--- src/rtl/fifo_drain_serializer.sv ---
// Drains a first-word-fall-through 64-bit FIFO and serializes each word into
// four 16-bit valid/ready beats (LSB beat first), with frame marking and a word count.
module fifo_drain_serializer #(
    parameter int OUT_W       = 16,
    parameter int FRAME_WORDS = 8
) (
    input  logic             clk,
    input  logic             rstn,
    input  logic             enable,
    input  logic             fifo_empty,
    input  logic [63:0]      fifo_rdata,
    output logic             fifo_ren,
    output logic [OUT_W-1:0] m_data,
    output logic             m_valid,
    input  logic             m_ready,
    output logic             m_last,
    output logic [31:0]      words_sent,
    output logic             dbg_state
);

    // Stream handshake: a beat transfers on any rising edge where m_valid and
    // m_ready are both high; while m_valid=1 and m_ready=0 the beat is held.
    typedef enum logic {
        IDLE = 1'b0,
        SEND = 1'b1
    } state_t;

    localparam logic [7:0] FRAME_LAST = 8'(FRAME_WORDS - 1);

    state_t      state;
    logic [63:0] hold_q;
    logic [1:0]  beat_idx;
    logic [7:0]  frame_cnt;
    logic        word_done;

    assign word_done = (state == SEND) && m_ready && (beat_idx == 2'd3);

    // Gated by rstn so no pop can be issued while the block is held in reset.
    assign fifo_ren = rstn && enable && !fifo_empty &&
                      ((state == IDLE) || word_done);

    assign m_valid   = (state == SEND);
    assign m_data    = m_valid ? hold_q[OUT_W*int'(beat_idx) +: OUT_W] : '0;
    assign m_last    = m_valid && (beat_idx == 2'd3) && (frame_cnt == FRAME_LAST);
    assign dbg_state = state;

    always_ff @(posedge clk or negedge rstn) begin
        if (!rstn) begin
            state      <= IDLE;
            hold_q     <= '0;
            beat_idx   <= '0;
            frame_cnt  <= '0;
            words_sent <= '0;
        end else begin
            case (state)
                IDLE: begin
                    if (fifo_ren) begin
                        hold_q   <= fifo_rdata;
                        beat_idx <= 2'd0;
                        state    <= SEND;
                    end
                end
                SEND: begin
                    if (m_ready) begin
                        if (beat_idx == 2'd3) begin
                            words_sent <= words_sent + 32'd1;
                            frame_cnt  <= (frame_cnt == FRAME_LAST) ? 8'd0 : frame_cnt + 8'd1;
                            beat_idx   <= 2'd0;
                            // Back-to-back reload keeps m_valid high with no bubble.
                            if (fifo_ren) begin
                                hold_q <= fifo_rdata;
                            end else begin
                                state <= IDLE;
                            end
                        end else begin
                            beat_idx <= beat_idx + 2'd1;
                        end
                    end
                end
                default: state <= IDLE;
            endcase
        end
    end

endmodule
--- config.mk ---
export PLATFORM = sky130hd
export DESIGN_NAME = fifo_drain_serializer
export DESIGN_NICKNAME = d
export VERILOG_FILES = /design/src/rtl/fifo_drain_serializer.sv
export SDC_FILE = /design/constraint.sdc
export NUM_CORES = 1
export LEC_CHECK = 0
export CAP_MARGIN = 40
export CORE_ASPECT_RATIO = 0.5
export CORE_MARGIN = 4
export CORE_UTILIZATION = 45
export DETAILED_ROUTE_END_ITERATION = 10
export GPL_TIMING_DRIVEN = 0
export HOLD_SLACK_MARGIN = 0.02
export PLACE_DENSITY_LB_ADDON = 0.2
export SLEW_MARGIN = 10
export SYNTH_ARGS = -nofsm -noshare
export SYNTH_HDL_FRONTEND = slang
export SYNTH_SLANG_ARGS = --single-unit
--- constraint.sdc ---
create_clock -name clk -period 1.94 [get_ports clk]
set_clock_uncertainty 0.05 [all_clocks]
set_input_delay 0.291 -clock clk [delete_from_list [all_inputs] [get_ports clk]]
set_output_delay 0.291 -clock clk [all_outputs]
set_load 0.02 [all_outputs]
After elaboration in Yosys (flattened, before gate mapping)
Index checks and enable logic that the tools add are counted.
- register bits: 107
- bits of input ports: 69
- output and inout bits: 52
- logic and storage cells: 41
- add/sub/neg operators: 3
- equality and inequality tests: 5
- shifts and indexed selects: 1
- muxes and demuxes: 14
- bitwise gates (word level): 1
- reductions and logical operators: 12
- operators by type and width (cell ; count):
    64-bit 2-to-1 mux ; 3
    64-bit one-hot mux with 2 select lines ; 1
    64-bit by 7-bit indexed part select with 16-bit output ; 1
    32-bit by 1-bit adder with 32-bit output, second input constant ; 1
    16-bit 2-to-1 mux ; 1
    8-bit by 1-bit adder with 8-bit output, second input constant ; 1
    8-bit by 3-bit equality test with 1-bit output, second input constant ; 1
    8-bit 2-to-1 mux ; 1
    1-bit logical AND ; 7
    2-bit 2-to-1 mux ; 3
    2-bit != test, second input constant ; 2
    2-bit one-hot mux with 2 select lines ; 1
    2-bit AND reduction ; 2
    1-bit 2-to-1 mux ; 3
    3-bit AND reduction ; 1
    2-bit by 1-bit adder with 2-bit output, second input constant ; 1
    2-bit equality test, second input constant ; 1
    2-bit by 1-bit != test with 1-bit output, second input constant ; 1
    1-bit one-hot mux with 2 select lines ; 1
    1-bit logical NOT ; 1
    1-bit logical OR ; 1
    1-bit inverter ; 1

Longest topological paths before layout
Gate-level depths: netlist of the first run.
- word-level depth: 8
- depth in mapped cells: 6
- gate-level depth less buffers: 5

Worst setup path before layout of the first run
No wires, ideal clock.
- path kind: reg-to-reg
- start point: register words_sent[0]
- end point: register words_sent[30]
- library setup time: 0.080 ns
- arrival time: 1.840 ns
- data required time: 1.810 ns
- setup slack: -0.030 ns
- cell stages (with the launch flop): 6
- path buffers: 0
- period minus slack after synthesis: 1.970 ns
- path through: dfrtp_1 > ha_1 > nand4_4 > or4_4 > nor4_2 > xor2_1
- longest elaborated chain between the ends: 1
- RTL lines (what ; line ; source):
    start: declaration ; 17 ; output logic [31:0] words_sent,
    start signal: assignment ; 66 ; words_sent <= words_sent + 32'd1;
    32-bit by 1-bit adder with 32-bit output ; 66 ;
No other way between the ends.
A chain may end at the register's enable or synchronous reset.

Final worst setup path of the first run
- start point: register beat_idx[0]
- end point: output m_data[1]
- longest elaborated chain between the ends: 2
- RTL lines (what ; line ; source):
    start: declaration ; 32 ; logic [1:0] beat_idx;
    start signal: assignment ; 76 ; beat_idx <= beat_idx + 2'd1;
    64-bit by 7-bit indexed part select with 16-bit output ; 43 ; assign m_data = m_valid ? hold_q[OUT_W*int'(beat_idx) +: OUT_W] : '0;
    16-bit 2-to-1 mux ; 43 ;
    end: declaration ; 13 ; output logic [OUT_W-1:0] m_data,
No other way between the ends.

==> results.cfg, run 1 <==
[clock_tree]
cts_sinks = 107
cts.clk_slew.worst_paths_ns = 0.07
clk_latency_ns = 0.35
clockBufferDepth = 2
clockRootBuffer = clkbuf_16
tritoncts = done
cts_made_buffers = 9
htreeDepth = 3

[floorplanning]
dieArea_um2 = 12600
die_h_um = 81.4
coreArea_um2 = 10300
start_util = 0.468
io_pins = 121
placementRows = 26
die_w_um = 155

[power]
clock_power_share = 0.189
p_int_mw = 6.46
power_density_nw_per_um2 = 1300
p_leak_nw = 3.20
p_sw_mw = 2.87
p_sw_frac = 0.308
seqPwrFrac = 0.367
p_comb_frac = 0.444
max-vdd-ir-drop_mv = 0.813
power_mw = 9.33

[sta]
worst_slew_pin_slew_ns = 0.424
relSlewSlack = 0.717
hold_ws_ns = 0.249
rsz0062_at_grt = true
drv_slew = 0
timing.final.crit_period_ns = 2.17
final.setup.tns_ns = -3.42
finalSetupViolations = 27
worst_slack_ns = -0.228
hold_violations = 0
finalCritPeriodShare = 1.12
fmax_mhz = 461

[placement]
pre_cts_slack_ns = -1.08
place_congestion = 0.763
port_buffers = 119
dp_hpwl_um = 7540
placed_area_um2 = 6250

[yosys]
syn_avg_cell_area_um2 = 13.8
netlist-cell-type-count = 35
netlist_area_um2 = 4840
synth_most_common_cell = dfrtp_1
synthArstFlopShare = 1.00
yosysSeqAreaShare = 0.553
synth_area_leader_cell = dfrtp_1
ys.flop_type = dfrtp_1
ys.warnings.count = 0
ys_ff_latch = 107
syn-instance-count = 352
yosysTopAreaCellShare = 0.553
synth_area_leaders = dfrtp_1 55%, mux2_2 15%, mux4_2 7.4%
syn-num-nets = 424
synth.cells.most_frequent = 107 x dfrtp_1, 65 x mux2_2, 23 x xnor2_1
synth_edf_count = 0

[global_routing]
grt_pass1_wl_um = 18700
antenna_found_initial = 0
grt_max_degree = 45
overflow = 0
grtUsageTotal = 0.193
grt_pass1_vias = 3530

[worst_setup_path]
critPathArrivalTime_ns = 1.83
cp.required_ns = 1.60
max_stage_delay_ns = 0.48
crit_family = multiplexers
cp_max_fo = 6
cp-end-kind = output port
critical_path_class = reg2out
reg2reg_depth = 7
crit_buf_inv = 3
slowest_stage = mux4_2
crit_chain = buf_12 > buf_4 > mux4_2 > and2_1 > buf_4
path_depth = 5
start_kind = flop
crit_top_cell = buf_4

[layout]
final_net_count = 588
stdcell_area_um2 = 7200
diodes = 0
final.fill_count = 740
syn_to_final_growth_pct = 48.7
layout-drive-gt1-share = 0.384

[outcome]
violations = negative setup slack
outcome = complete, but fails checks

[route]
wl_per_cell_um = 17.7
via_count = 3462
met3WireLength_um = 570
dr.pass1.iters = 4
wl_met2_um = 5780
ant_nets = 0
dr.max_layer_used = met4
drt_iter0_drc = 141
drc = 0
totalWireLength_um = 11700
drt-met1-wl_um = 5200
via_per_inst = 5.24

[hold_path]
hold_path.class = in2async

[flow_run]
max_cap_viol_count = 0
-- registers in the layout (all words and copies together), names as in the netlist --
name        cells
dbg_state       1
beat_idx        2
hold_q         64
frame_cnt       8
words_sent     32
-- stage by stage --
stage | cells | util
global route | 661 | 0.696
CTS | 651 | 0.675
finish | 661 | 0.696
detailed placement | 613 | 0.604
global placement | 611 | 0.601
floorplan | 352 | -
-- power groups by stage --
stage	combinational (mW)	sequential, mW	clock, mW
floorplan	2.15	3.35	0
global placement	3.29	3.42	0
detailed placement	3.35	3.46	0
CTS	3.92	3.44	1.80
global route	4.43	3.54	1.89
finish	4.14	3.43	1.76
-- cells in the final DEF (no fill, tap or decap), types with 4 or more instances in the layout --
cell	count
xor2_1	13
buf_12	8
dfrtp_1	105
nor2_1	4
buf_4	23
nor4_4	5
nand4_1	13
clkbuf_16	9
mux4_2	16
buf_2	4
clkdlybuf4s50_1	100
mux2_2	65
buf_6	20
and3_1	9
nand2_1	18
nand3_1	15
xnor2_1	23
and2_4	14
-- layer usage --
layer,track usage,up-vias
li1,-,1599
met1,0.254,1769
met2,0.322,82
met3,0.0548,12
met4,0.0476,0
met5,0,-
-- path summary, 6_finish.rpt --
| kind | start | end | slack (ns) |
|---|---|---|---|
| worst max-delay path | beat_idx[0]$_DFFE_PN0P_ | m_data[1] | -0.23 |
| worst max register to register | beat_idx[0]$_DFFE_PN0P_ | words_sent[30]$_DFFE_PN0P_ | -0.09 |
| worst min register to register | words_sent[31]$_DFFE_PN0P_ | words_sent[31]$_DFFE_PN0P_ | 0.43 |
| min in group clk | m_ready | beat_idx[0]$_DFFE_PN0P_ | 0.31 |
| worst min-delay path | rstn | words_sent[20]$_DFFE_PN0P_ | 0.25 |
| max in group asynchronous | rstn | words_sent[0]$_DFFE_PN0P_ | 0.97 |
-- final cells by class --
cell class                 instances  area [µm²]  area share
timing repair buffer             154        1610       0.223
multi-input combinational        227        2250       0.312
sequential                       107        2680       0.372
clock inverter                     6        46.3     0.00643
inverter                           1        3.75    0.000521
clock buffer                      10         239      0.0332
tap                              140         175      0.0243
buffer                            16         205      0.0285
-- cell families after synthesis --
group / after synthesis / synth area share
flops: 107 / 0.553
simple gates: 100 / 0.121
mux: 82 / 0.228
xor+xnor: 36 / 0.0651
buf+inv: 18 / 0.0171
compound gates: 6 / 0.00879
fa+ha+maj: 3 / 0.00775
-- repair_timing --
item / in CTS / in global routing
endpoints found under the setup margin: 95 / 91
pin swaps: 7 / 14
hold buffers: 4 / 0
buffers inserted: 16 / 10
gates resized for setup: 153 / 33
gates cloned: 2 / 0
endpoints found under the hold margin: 19 / 0
Note: power is estimated with default switching activity, not from simulation.
==> run 2: changes to the inputs <==
--- a/config.mk
+++ b/config.mk
@@ -10,7 +10,6 @@
 export CORE_MARGIN = 4
 export CORE_UTILIZATION = 45
 export DETAILED_ROUTE_END_ITERATION = 10
-export GPL_TIMING_DRIVEN = 0
 export HOLD_SLACK_MARGIN = 0.02
 export PLACE_DENSITY_LB_ADDON = 0.2
 export SLEW_MARGIN = 10
==> run 2 against run 1 <==
  * The run still ends with negative setup slack left
  * First-iteration DRC count fell by 7.1%
  * Sequential power barely moved
  * Sequential share of layout area rose by 0.99 points
  * Fmax rose by 3.2%
  * Final area fell by 2.6%
  * Via count fell by 4.4%
  * Utilization fell by 1.8 points
  * Total power rose by 1.3%
  * Wire length fell by 10%
  * Worst hold slack got worse by 0.24 ns
  * Combinational power fell by 2%
  * Largest power group unchanged
==> results.cfg, run 2 (same netlist as run 1, synthesis figures left out) <==
[layout]
syn_to_final_growth_pct = 44.9
mostFrequentLayoutCell = dfrtp_1
largest_register_ffs = 64
finalNonFillerCells = 648
diodes = 0
final-seq-area_um2 = 2680
largest-register = hold_q
final_net_count = 578
final.fill_count = 794
reg_top3 = hold_q (64), words_sent (32), frame_cnt (8)
layout-drive-gt1-share = 0.368
multi_input_area_um2 = 2170
final_cell_mix = 104 x dfrtp_1, 99 x clkdlybuf4s50_1, 65 x mux2_2, 29 x buf_4, 23 x xnor2_1

[floorplanning]
die_w_um = 155
io_pins = 121
die_h_um = 81.4
coreArea_um2 = 10300
dieArea_um2 = 12600
placementRows = 26
start_util = 0.468

[clock_tree]
clockRootBuffer = clkbuf_16
clockBufferDepth = 2
cts.clk_slew.worst_paths_ns = 0.07
cts_sinks = 107
tritoncts = done
clk_latency_ns = 0.33
cts_made_buffers = 9
htreeDepth = 3

[worst_setup_path]
cp-end-kind = output port
crit_top_cell = buf_12
slowest_stage = mux4_2
crit_chain = buf_12 > buf_12 > mux4_2 > and2_4 > buf_6
cp.required_ns = 1.60
start_kind = flop
max_stage_delay_ns = 0.50
critPathArrivalTime_ns = 1.76
critical_path_class = reg2out
cp_max_fo = 8

[power]
p_sw_frac = 0.284
p_sw_mw = 2.68
seqPwrFrac = 0.359
p_comb_frac = 0.430
p_int_mw = 6.78
p_leak_nw = 3.05
max-vdd-ir-drop_mv = 0.910
power_density_nw_per_um2 = 1350
clock_power_share = 0.211

[sta]
timing.final.crit_period_ns = 2.10
finalCritPeriodShare = 1.08
relSlewSlack = 0.625
worst_slew_pin_slew_ns = 0.563
worst_slack_ns = -0.160
finalSetupViolations = 84
rsz0062_at_grt = true
drv_slew = 0
fmax_mhz = 476
hold_violations = 0

[outcome]
outcome = complete, but fails checks
violations = negative setup slack

[global_routing]
grt_max_degree = 108
grt_pass1_wl_um = 17300
grtUsageTotal = 0.176
grt_pass1_vias = 3416
overflow = 0
antenna_found_initial = 0

[hold_path]
hold_path.class = in2async

[route]
ant_nets = 0
drc = 0
wl_per_cell_um = 16.2
via_per_inst = 5.11
dr.pass1.iters = 4
totalWireLength_um = 10500
via_count = 3311
drt_iter0_drc = 131

[placement]
place_congestion = 0.744
placed_cells = 631
port_buffers = 120
pre_cts_slack_ns = -0.239
dp_hpwl_um = 7490

[flow_run]
max_cap_viol_count = 0
==> run 2: changes by cell type in the layout (fill, tap and decap cells not counted), moves of 3 or more <==
cell / delta
buf_4: +6
buf_2: -4
nor4_4: -4
buf_16: -3
bufinv_16: +3
clkbuf_8: -3
dlygate4sd3_1: -3
nor4_2: +3
==> run 2: worst paths after layout <==
check                           cells past startpoint                  startpoint  slack [ns]                         end
max in group asynchronous                           2                        rstn        1.38     beat_idx[0]$_DFFE_PN0P_
worst max register to register                      6     beat_idx[0]$_DFFE_PN0P_       -0.06  words_sent[30]$_DFFE_PN0P_
worst max-delay path                                5     beat_idx[0]$_DFFE_PN0P_       -0.16                   m_data[6]
worst min-delay path                                2                        rstn        0.01  words_sent[15]$_DFFE_PN0P_
worst min register to register                      1  words_sent[31]$_DFFE_PN0P_        0.44  words_sent[31]$_DFFE_PN0P_
min in group clk                                    1  words_sent[31]$_DFFE_PN0P_        0.44  words_sent[31]$_DFFE_PN0P_
==> run 2: layout make-up <==
cell class                      instances  area share
Clock buffer                           10      0.0326
Clock inverter                          3      0.0128
Inverter                                1    0.000535
Multi-Input combinational cell        227       0.310
Sequential cell                       107       0.382
Tap cell                              140      0.0250
Timing Repair Buffer                  160       0.237
==> run 2: critical path, delay by kind of cell (launching register included) <==
kind	cells	cell delay (ns)
mux	1	0.50
flops	1	0.41
buf+inv	3	0.35
simple gates	1	0.16
==> run 2: routing by layer <==
metal | wire (µm) | part of all wire | global-route usage
met5 | 0 | 0 | 0
met4 | 60 | 0.0057 | 0.0370
met3 | 542 | 0.052 | 0.0564
met2 | 5030 | 0.48 | 0.285
met1 | 4850 | 0.46 | 0.237
==> run 2: per-stage QoR <==
stage	TNS [ns]	area, µm²	power [mW]	hold slack (ns)	util
final	-4.23	7020	9.46	0.0131	0.678
after global routing	-13.07	7020	10.0	0.0565	0.678
after CTS	-6.85	7000	9.58	0.0412	0.676
after global placement	-14.75	6520	6.96	0.409	0.630
after detailed placement	-16.67	6520	7.03	0.410	0.630
after floorplan	-0.0165	4850	5.50	-0.0546	-
==> run 2: timing repair <==
action / in CTS / in global routing
buffers inserted: 4 / 1
cloned: 1 / 0
endpoints found under the setup margin: 91 / 107
pin swaps: 15 / 3
gates resized for setup: 127 / 12
hold buffers: 0 / 0
endpoints found under the hold margin: 0 / 0
==> run 2: power by group through the flow <==
stage / combinational [mW] / sequential, mW / clock [mW]
after global placement: 3.54 / 3.41 / 0
final: 4.06 / 3.40 / 2.00
after global routing: 4.37 / 3.50 / 2.15
after CTS: 4.13 / 3.40 / 2.05
after floorplan: 2.15 / 3.35 / 0
after detailed placement: 3.60 / 3.44 / 0
